==> src/rtl/btb_set_assoc.sv <==
// Set-associative branch target buffer with per-entry saturating direction counters.
// Lookup is combinational on pre-edge state; training, allocation, flush and reset act on the rising edge.
module btb_set_assoc #(
    parameter int unsigned PC_W  = 8,
    parameter int unsigned SETS  = 8,
    parameter int unsigned WAYS  = 2,
    parameter int unsigned CTR_W = 2
) (
    input  logic            clk,
    input  logic            rst,
    input  logic [PC_W-1:0] fetch_pc,
    output logic            btb_hit,
    output logic            btb_taken,
    output logic [PC_W-1:0] btb_target,
    input  logic            update_valid,
    input  logic [PC_W-1:0] update_pc,
    input  logic            update_taken,
    input  logic [PC_W-1:0] update_target,
    input  logic            flush
);

    localparam int unsigned SET_W = $clog2(SETS);
    localparam int unsigned TAG_W = PC_W - SET_W;
    localparam int unsigned WAY_W = (WAYS > 1) ? $clog2(WAYS) : 1;

    localparam logic [CTR_W-1:0] CTR_MAX  = {CTR_W{1'b1}};
    localparam logic [CTR_W-1:0] CTR_WEAK = CTR_W'(1) << (CTR_W - 1);
    localparam logic [WAY_W-1:0] WAY_LAST = WAY_W'(WAYS - 1);

    logic             valid_q  [SETS][WAYS];
    logic [TAG_W-1:0] tag_q    [SETS][WAYS];
    logic [PC_W-1:0]  target_q [SETS][WAYS];
    logic [CTR_W-1:0] ctr_q    [SETS][WAYS];
    logic [WAY_W-1:0] ptr_q    [SETS];

    logic [SET_W-1:0] fetch_set;
    logic [TAG_W-1:0] fetch_tag;
    logic [SET_W-1:0] upd_set;
    logic [TAG_W-1:0] upd_tag;

    assign fetch_set = fetch_pc[SET_W-1:0];
    assign fetch_tag = fetch_pc[PC_W-1:SET_W];
    assign upd_set   = update_pc[SET_W-1:0];
    assign upd_tag   = update_pc[PC_W-1:SET_W];

    // Ways are scanned high to low so the lowest matching way is the one that sticks.
    always_comb begin
        btb_hit    = 1'b0;
        btb_taken  = 1'b0;
        btb_target = '0;
        for (int w = int'(WAYS) - 1; w >= 0; w--) begin
            if (valid_q[fetch_set][w] && (tag_q[fetch_set][w] == fetch_tag)) begin
                btb_hit    = 1'b1;
                btb_taken  = ctr_q[fetch_set][w][CTR_W-1];
                btb_target = target_q[fetch_set][w];
            end
        end
    end

    logic             upd_hit;
    logic [WAY_W-1:0] upd_way;
    logic             inv_found;
    logic [WAY_W-1:0] inv_way;
    logic [WAY_W-1:0] victim_way;
    logic [WAY_W-1:0] ptr_cur;
    logic [WAY_W-1:0] ptr_next;

    always_comb begin
        upd_hit   = 1'b0;
        upd_way   = '0;
        inv_found = 1'b0;
        inv_way   = '0;
        for (int w = int'(WAYS) - 1; w >= 0; w--) begin
            if (valid_q[upd_set][w] && (tag_q[upd_set][w] == upd_tag)) begin
                upd_hit = 1'b1;
                upd_way = WAY_W'(w);
            end
            if (!valid_q[upd_set][w]) begin
                inv_found = 1'b1;
                inv_way   = WAY_W'(w);
            end
        end
    end

    assign ptr_cur    = ptr_q[upd_set];
    assign ptr_next   = (ptr_cur == WAY_LAST) ? '0 : ptr_cur + WAY_W'(1);
    assign victim_way = inv_found ? inv_way : ptr_cur;

    logic [CTR_W-1:0] ctr_sel;
    logic [CTR_W-1:0] ctr_inc;
    logic [CTR_W-1:0] ctr_dec;

    assign ctr_sel = ctr_q[upd_set][upd_way];
    assign ctr_inc = (ctr_sel == CTR_MAX) ? ctr_sel : ctr_sel + CTR_W'(1);
    assign ctr_dec = (ctr_sel == '0) ? ctr_sel : ctr_sel - CTR_W'(1);

    logic do_train;
    logic do_alloc;

    assign do_train = update_valid && upd_hit;
    assign do_alloc = update_valid && !upd_hit && update_taken;

    always_ff @(posedge clk) begin
        if (rst) begin
            for (int s = 0; s < int'(SETS); s++) begin
                ptr_q[s] <= '0;
                for (int w = 0; w < int'(WAYS); w++) begin
                    valid_q[s][w]  <= 1'b0;
                    tag_q[s][w]    <= '0;
                    target_q[s][w] <= '0;
                    ctr_q[s][w]    <= '0;
                end
            end
        end else if (flush) begin
            // A same-cycle update is intentionally dropped here.
            for (int s = 0; s < int'(SETS); s++) begin
                ptr_q[s] <= '0;
                for (int w = 0; w < int'(WAYS); w++) begin
                    valid_q[s][w] <= 1'b0;
                end
            end
        end else begin
            if (do_train) begin
                ctr_q[upd_set][upd_way] <= update_taken ? ctr_inc : ctr_dec;
                if (update_taken) begin
                    target_q[upd_set][upd_way] <= update_target;
                end
            end
            if (do_alloc) begin
                valid_q[upd_set][victim_way]  <= 1'b1;
                tag_q[upd_set][victim_way]    <= upd_tag;
                target_q[upd_set][victim_way] <= update_target;
                ctr_q[upd_set][victim_way]    <= CTR_WEAK;
                // The pointer only moves when it names the entry being evicted.
                if (!inv_found) begin
                    ptr_q[upd_set] <= ptr_next;
                end
            end
        end
    end

endmodule

==> config.mk <==
export PLATFORM = sky130hd
export DESIGN_NAME = btb_set_assoc
export DESIGN_NICKNAME = d
export VERILOG_FILES = /design/src/rtl/btb_set_assoc.sv
export SDC_FILE = /design/constraint.sdc
export NUM_CORES = 1
export LEC_CHECK = 0
export ABC_AREA = 1
export CORE_AREA = 5 5 203 205
export CTS_CLUSTER_SIZE = 14
export DETAILED_ROUTE_END_ITERATION = 8
export DIE_AREA = 0 0 208 210
export GPL_TIMING_DRIVEN = 0
export PLACE_DENSITY = 0.51
export SYNTH_ARGS = -nofsm -noshare
export SYNTH_HDL_FRONTEND = slang
export SYNTH_SLANG_ARGS = --single-unit
==> constraint.sdc <==
create_clock -name clk -period 3.75 [get_ports clk]
set_input_delay 0.75 -clock clk [delete_from_list [all_inputs] [get_ports clk]]
set_output_delay 0.75 -clock clk [all_outputs]
set_load 0.05 [all_outputs]
# Word-level counts from Yosys, hierarchy flattened

Memories as Yosys holds them, arrays and structs flattened.
Index checks and enable logic that the tools add are counted.

Add/subtract/negate cells: 3
Order comparisons: 4
Eq/ne operators: 5
Muxes and demuxes: 117
Bitwise logic cells: 46
Reductions and logical operators: 16

Operators by type and width:

| cell                                                       | count |
|---|---|
| 2-to-1 mux 1 bit                                           | 79 |
| 2-to-1 mux 16 bit                                          | 4 |
| bitwise OR 1 bit                                           | 44 |
| 2-to-1 mux 8 bit                                           | 4 |
| 2-to-1 mux 10 bit                                          | 3 |
| 2-to-1 mux 2 bit                                           | 11 |
| == test 5 bit                                              | 4 |
| demux 8 bit (select 1 bit)                                 | 2 |
| 2-to-1 mux 4 bit                                           | 4 |
| OR reduction 16 bit                                        | 1 |
| 2-to-1 mux 3 bit                                           | 5 |
| OR reduction 10 bit                                        | 1 |
| logical AND 1 bit                                          | 9 |
| demux 5 bit (select 1 bit)                                 | 1 |
| 2-to-1 mux 5 bit                                           | 1 |
| demux 2 bit (select 1 bit)                                 | 2 |
| greater-or-equal comparator 2 bit, second input constant   | 2 |
| less-than comparator 2 x 1 -> 1 bit, second input constant | 2 |
| NOT 1 -> 2 bit                                             | 2 |
| OR reduction 4 bit                                         | 1 |
| adder 2 x 1 -> 2 bit, second input constant                | 1 |
| == test 2 bit, second input constant                       | 1 |
| logical NOT 2 bit                                          | 1 |
| OR reduction 2 bit                                         | 1 |
| 5 further kinds                                            | 5 |

Flip-flop bits (word level): 0
Bits in writable memories: 264
Input port bits: 29
Output and inout bits: 10
Word-level logic and storage cells: 196
Memories: 5

Memories:

| name     | depth | bits a word | read ports | clocked after memory_dff | write ports | line | RTL |
|---|---|---|---|---|---|---|---|
| target_q | 8     | 16          | 1          | 0                        | 8           | 32   | `logic [PC_W-1:0] target_q [SETS][WAYS];` |
| tag_q    | 8     | 10          | 2          | 0                        | 8           | 31   | `logic [TAG_W-1:0] tag_q [SETS][WAYS];` |
| ctr_q    | 8     | 4           | 2          | 0                        | 8           | 33   | `logic [CTR_W-1:0] ctr_q [SETS][WAYS];` |
| valid_q  | 8     | 2           | 2          | 0                        | 8           | 30   | `logic valid_q [SETS][WAYS];` |
| ptr_q    | 8     | 1           | 1          | 0                        | 8           | 34   | `logic [WAY_W-1:0] ptr_q [SETS];` |

# Logic depth before layout (Yosys ltp)

An unclocked memory read counts as a cell.

Word-level depth: 15
Mapped depth: 21
Gate-level depth less buffers: 19

# Worst setup path after synthesis

No wires, ideal clock.

Kind: input -> output
From: input port fetch_pc[0]
To: output port btb_taken
Arrival time: 3.038 ns
Data required time: 3.000 ns
Slack: -0.038 ns
Stages on the path: 13
Buffers on the path: 3
Cells stage by stage: buf_2 clkinv_1 buf_2 clkbuf_1 a21oi_1 o21ai_0 nand3_1 nand2_1 nand2_1 nand3_1 nor3_1 nand2_1 o22ai_1

Longest elaborated chain between the ends: 5
Elaborated cells on any way between the ends: 9
Those cells by class: eq/ne (2); mux (2); reduce/logical (2); memory (3)

RTL lines:

| what                     | line | RTL |
|---|---|---|
| start, declared          | 11   | `input logic [PC_W-1:0] fetch_pc,` |
| memory read (8 x 10 bit) | -    |  |
| == test 5 bit            | 52   | `if (valid_q[fetch_set][w] && (tag_q[fetch_set][w] == fetch_tag)) begin` |
| logical AND 1 bit        | 52   |  |
| 2-to-1 mux 1 bit         | 52   |  |
| 2-to-1 mux 1 bit *       | 52   |  |
| end, declared            | 13   | `output logic btb_taken,` |

Mark *: on every way between the ends. The rest lies on a longest branch, timed or not.

# Final worst setup path

From: input port fetch_pc[0]
To: output port btb_target[6]

Longest elaborated chain between the ends: 5
Elaborated cells on any way between the ends: 9
Those cells by class: eq/ne (2); mux (2); reduce/logical (2); memory (3)

RTL lines:

| what                     | line | RTL |
|---|---|---|
| memory read (8 x 10 bit) | -    |  |
| == test 5 bit            | 52   |  |
| logical AND 1 bit        | 52   |  |
| 2-to-1 mux 8 bit         | 52   |  |
| 2-to-1 mux 8 bit *       | 52   |  |
| end, declared            | 14   | `output logic [PC_W-1:0] btb_target,` |

Marks and branches as above.

==> out/results.ini <==
[outcome]
status=finished, final reports clean

[synth]
ys_top_cells_by_area=edfxtp_1, nand2_1, nor2_1
ys_seq_area_frac=0.559
ys_async_sr_fraction=0
netlist_instances=1617
synth_top_area_cell=edfxtp_1
synth_nets=1646
ys_top_cells_by_count=nand2_1, nor2_1, edfxtp_1, inv_1, nand3_1
ys.flop_type=edfxtp_1
synthDistinctLibCells=42
synth-seq-cells=264
synth_top_area_share=0.536
avgSynthCellArea_um2=8.60
ys_warn_count=0
synth_edf_count=248
synth_area_mm2=0.0139
yosysMostFrequentCell=nand2_1

[pwr]
vdd_drop_max_uv=375
pwr_density_cell_mw_per_mm2=436
p_leak_nw=6.92

[global_route]
overflow=0
track_usage=0.208
grt_antenna_before_repair=0
grt_pass1_vias=11316
grt_pass1_wl_um=69500
grt_max_degree=16

[place]
place_ws_ns=-1.71
dpl_cell_area_mm2=0.0149
gp_congestion=0.875
dp_cells=2175
hpwl_um=33400
io_buffers=33

[cts]
clockBufferDepth=3
cts_hold_buf=0
cts.htree.levels=1
cts_buffers=31
path_clk_slew_ns=0.06
clkSinkCount=264
cts_tree=yes
clock-root-buffer=clkbuf_16
clock_latency_ns=0.58

[worst_setup_path]
worstPathMaxFanout=10
worstSetupStartpointType=primary input
crit_type=primary input to output port
crit_path_end_kind=output port
rr_startpoint=tag_q[0][8]
crit_slowest_cell=buf_2
rrSetupSlack_ns=0.87
worstPathCellList=buf_4 > buf_4 > buf_4 > clkbuf_4 > buf_2 > nor2_1 > o221ai_1 > nand4_1 > a21oi_2 > buf_6
arrival_ns=3.00
path_common_cell=buf_4
critPathMaxStageDelay_ns=0.34
required_ns=3.00
cp-startpoint=fetch_pc[0]

[detailed_routing]
m1WireLength_um=20100
wl_met2_um=22600
drc=0
first_pass_iters=6
totalWireLength_um=47000
drt_iter0_drc=1156
wire_per_inst_um=21.0
vias_per_cell=5.23
vias=11704
ant_nets=0
routed.top_layer=met4
wl_met3_um=2830

[sta]
fin_crit_sh=1.00
setup_violations=0
relSlewSlack=0.162
rsz0062_at_grt=yes
fin_hold_ws_ns=0.466
min_period_ns=3.75
layout_setup_ws_ns=0.00184
worst_pin_slew_ns=1.26
fmax_mhz=267
drv_slew=0
hold_viol_final=0
fin_skew_ns=0.0206

[cells_and_area]
fin_cells=2240
final_util=0.415
area_growth_pct=17.1
final_net_count=1722
drive_gt1_frac=0.127
diodes=0
fin_area_mm2=0.0163

[hold_path]
worstHoldStart=valid_q[3][0]
hold_class=flop to flop

[flow_run]
maxCapViolations=0

[floorplan]
ios=39
die_y_um=210
die_area_mm2=0.0437
start_util=0.354
core_mm2=0.0393
rows=73
die_x_um=208

==> stage by stage <==
stage	power [mW]	TNS (ns)
finish	7.10	0
global route	7.32	-0.00443
CTS	7.11	0
detailed placement	4.16	-238.52
global placement	4.15	-249.16
floorplan	3.87	-0.333
==> sequential cells by signal (all words and copies together), names as in the netlist <==
signal,count
target_q,128
tag_q,80
ctr_q,32
valid_q,16
ptr_q,8
==> layout make-up <==
| type | count | area, um^2 |
|---|---|---|
| fillers | 4009 | 23000 |
| inverters | 161 | 612 |
| multi-input cells | 1091 | 5230 |
| well taps | 525 | 657 |
| flip-flops and latches | 264 | 7770 |
| clock buffers | 41 | 823 |
| repair buffers | 42 | 413 |
| plain buffers | 102 | 641 |
| clock inverters | 14 | 143 |
==> layout by cell type (no fill, tap or decap), types with 4 or more instances in the layout <==
cell type | synthesis | routed
nand2_1 | 407 | 390
nor2_1 | 269 | 267
edfxtp_1 | 248 | 248
inv_1 | 150 | 150
nand3_1 | 109 | 108
o21ai_0 | 93 | 82
a21oi_1 | 75 | 73
buf_4 | 9 | 32
clkbuf_1 | 52 | 32
clkbuf_16 | 0 | 32
buf_2 | 27 | 30
nand2_2 | 15 | 30
clkdlybuf4s50_1 | 0 | 21
or2_1 | 18 | 18
nand4_1 | 16 | 16
dfxtp_1 | 16 | 16
a221oi_1 | 19 | 15
o22ai_1 | 13 | 11
clkbuf_2 | 0 | 10
o21ai_1 | 4 | 10
clkinv_1 | 6 | 10
buf_6 | 5 | 9
nand3_4 | 8 | 9
clkbuf_4 | 0 | 8
o211ai_1 | 6 | 6
clkbuf_8 | 0 | 5
o21ai_2 | 0 | 5
nand2_4 | 2 | 5
nor2_4 | 3 | 5
clkinv_2 | 0 | 5
xor2_1 | 4 | 4
inv_2 | 4 | 4
==> cells by family (layout without fill, tap and decap cells) <==
| family | count (synthesis) | in the layout | synth area share |
|---|---|---|---|
| AND/OR/NAND/NOR | 865 | 866 | 0.270 |
| flip-flops | 264 | 264 | 0.559 |
| AO/OA/AOI/OAI | 220 | 220 | 0.0887 |
| buffers and inverters | 263 | 360 | 0.0795 |
| XOR/XNOR | 5 | 5 | 0.00315 |
==> report_power, final <==
part           total [mW]  switching, mW  internal (mW)
Clock                2.94           1.21           1.73
Combinational       0.788          0.571          0.217
Sequential           3.37         0.0419           3.33
==> final timing paths <==
path	end	depth (start not counted)
worst max-delay path	btb_target[6]	10
worst min-delay path	valid_q[3][0]	2
worst max register to register	tag_q[7][1]	12
worst min register to register	valid_q[3][0]	2
==> worst max-delay path, delay by kind of cell <==
family	cells	cell delay (ns)
AOI/OAI and AO/OA	2	0.56
and+or+nand+nor	2	0.29
buffers and inverters	6	1.38
==> what timing repair did <==
action	4_1_cts	5_1_grt
resized for setup	146	56
buffers inserted	3	5
pin swaps	4	8
setup endpoints to repair	138	198
gates cloned	1	1
==> layer usage <==
layer,up-vias,global-route usage
li1,5511,-
met1,5690,0.277
met2,420,0.352
met3,83,0.0281
met4,0,0.0689
met5,-,0
(Power assumes the default switching activity.)
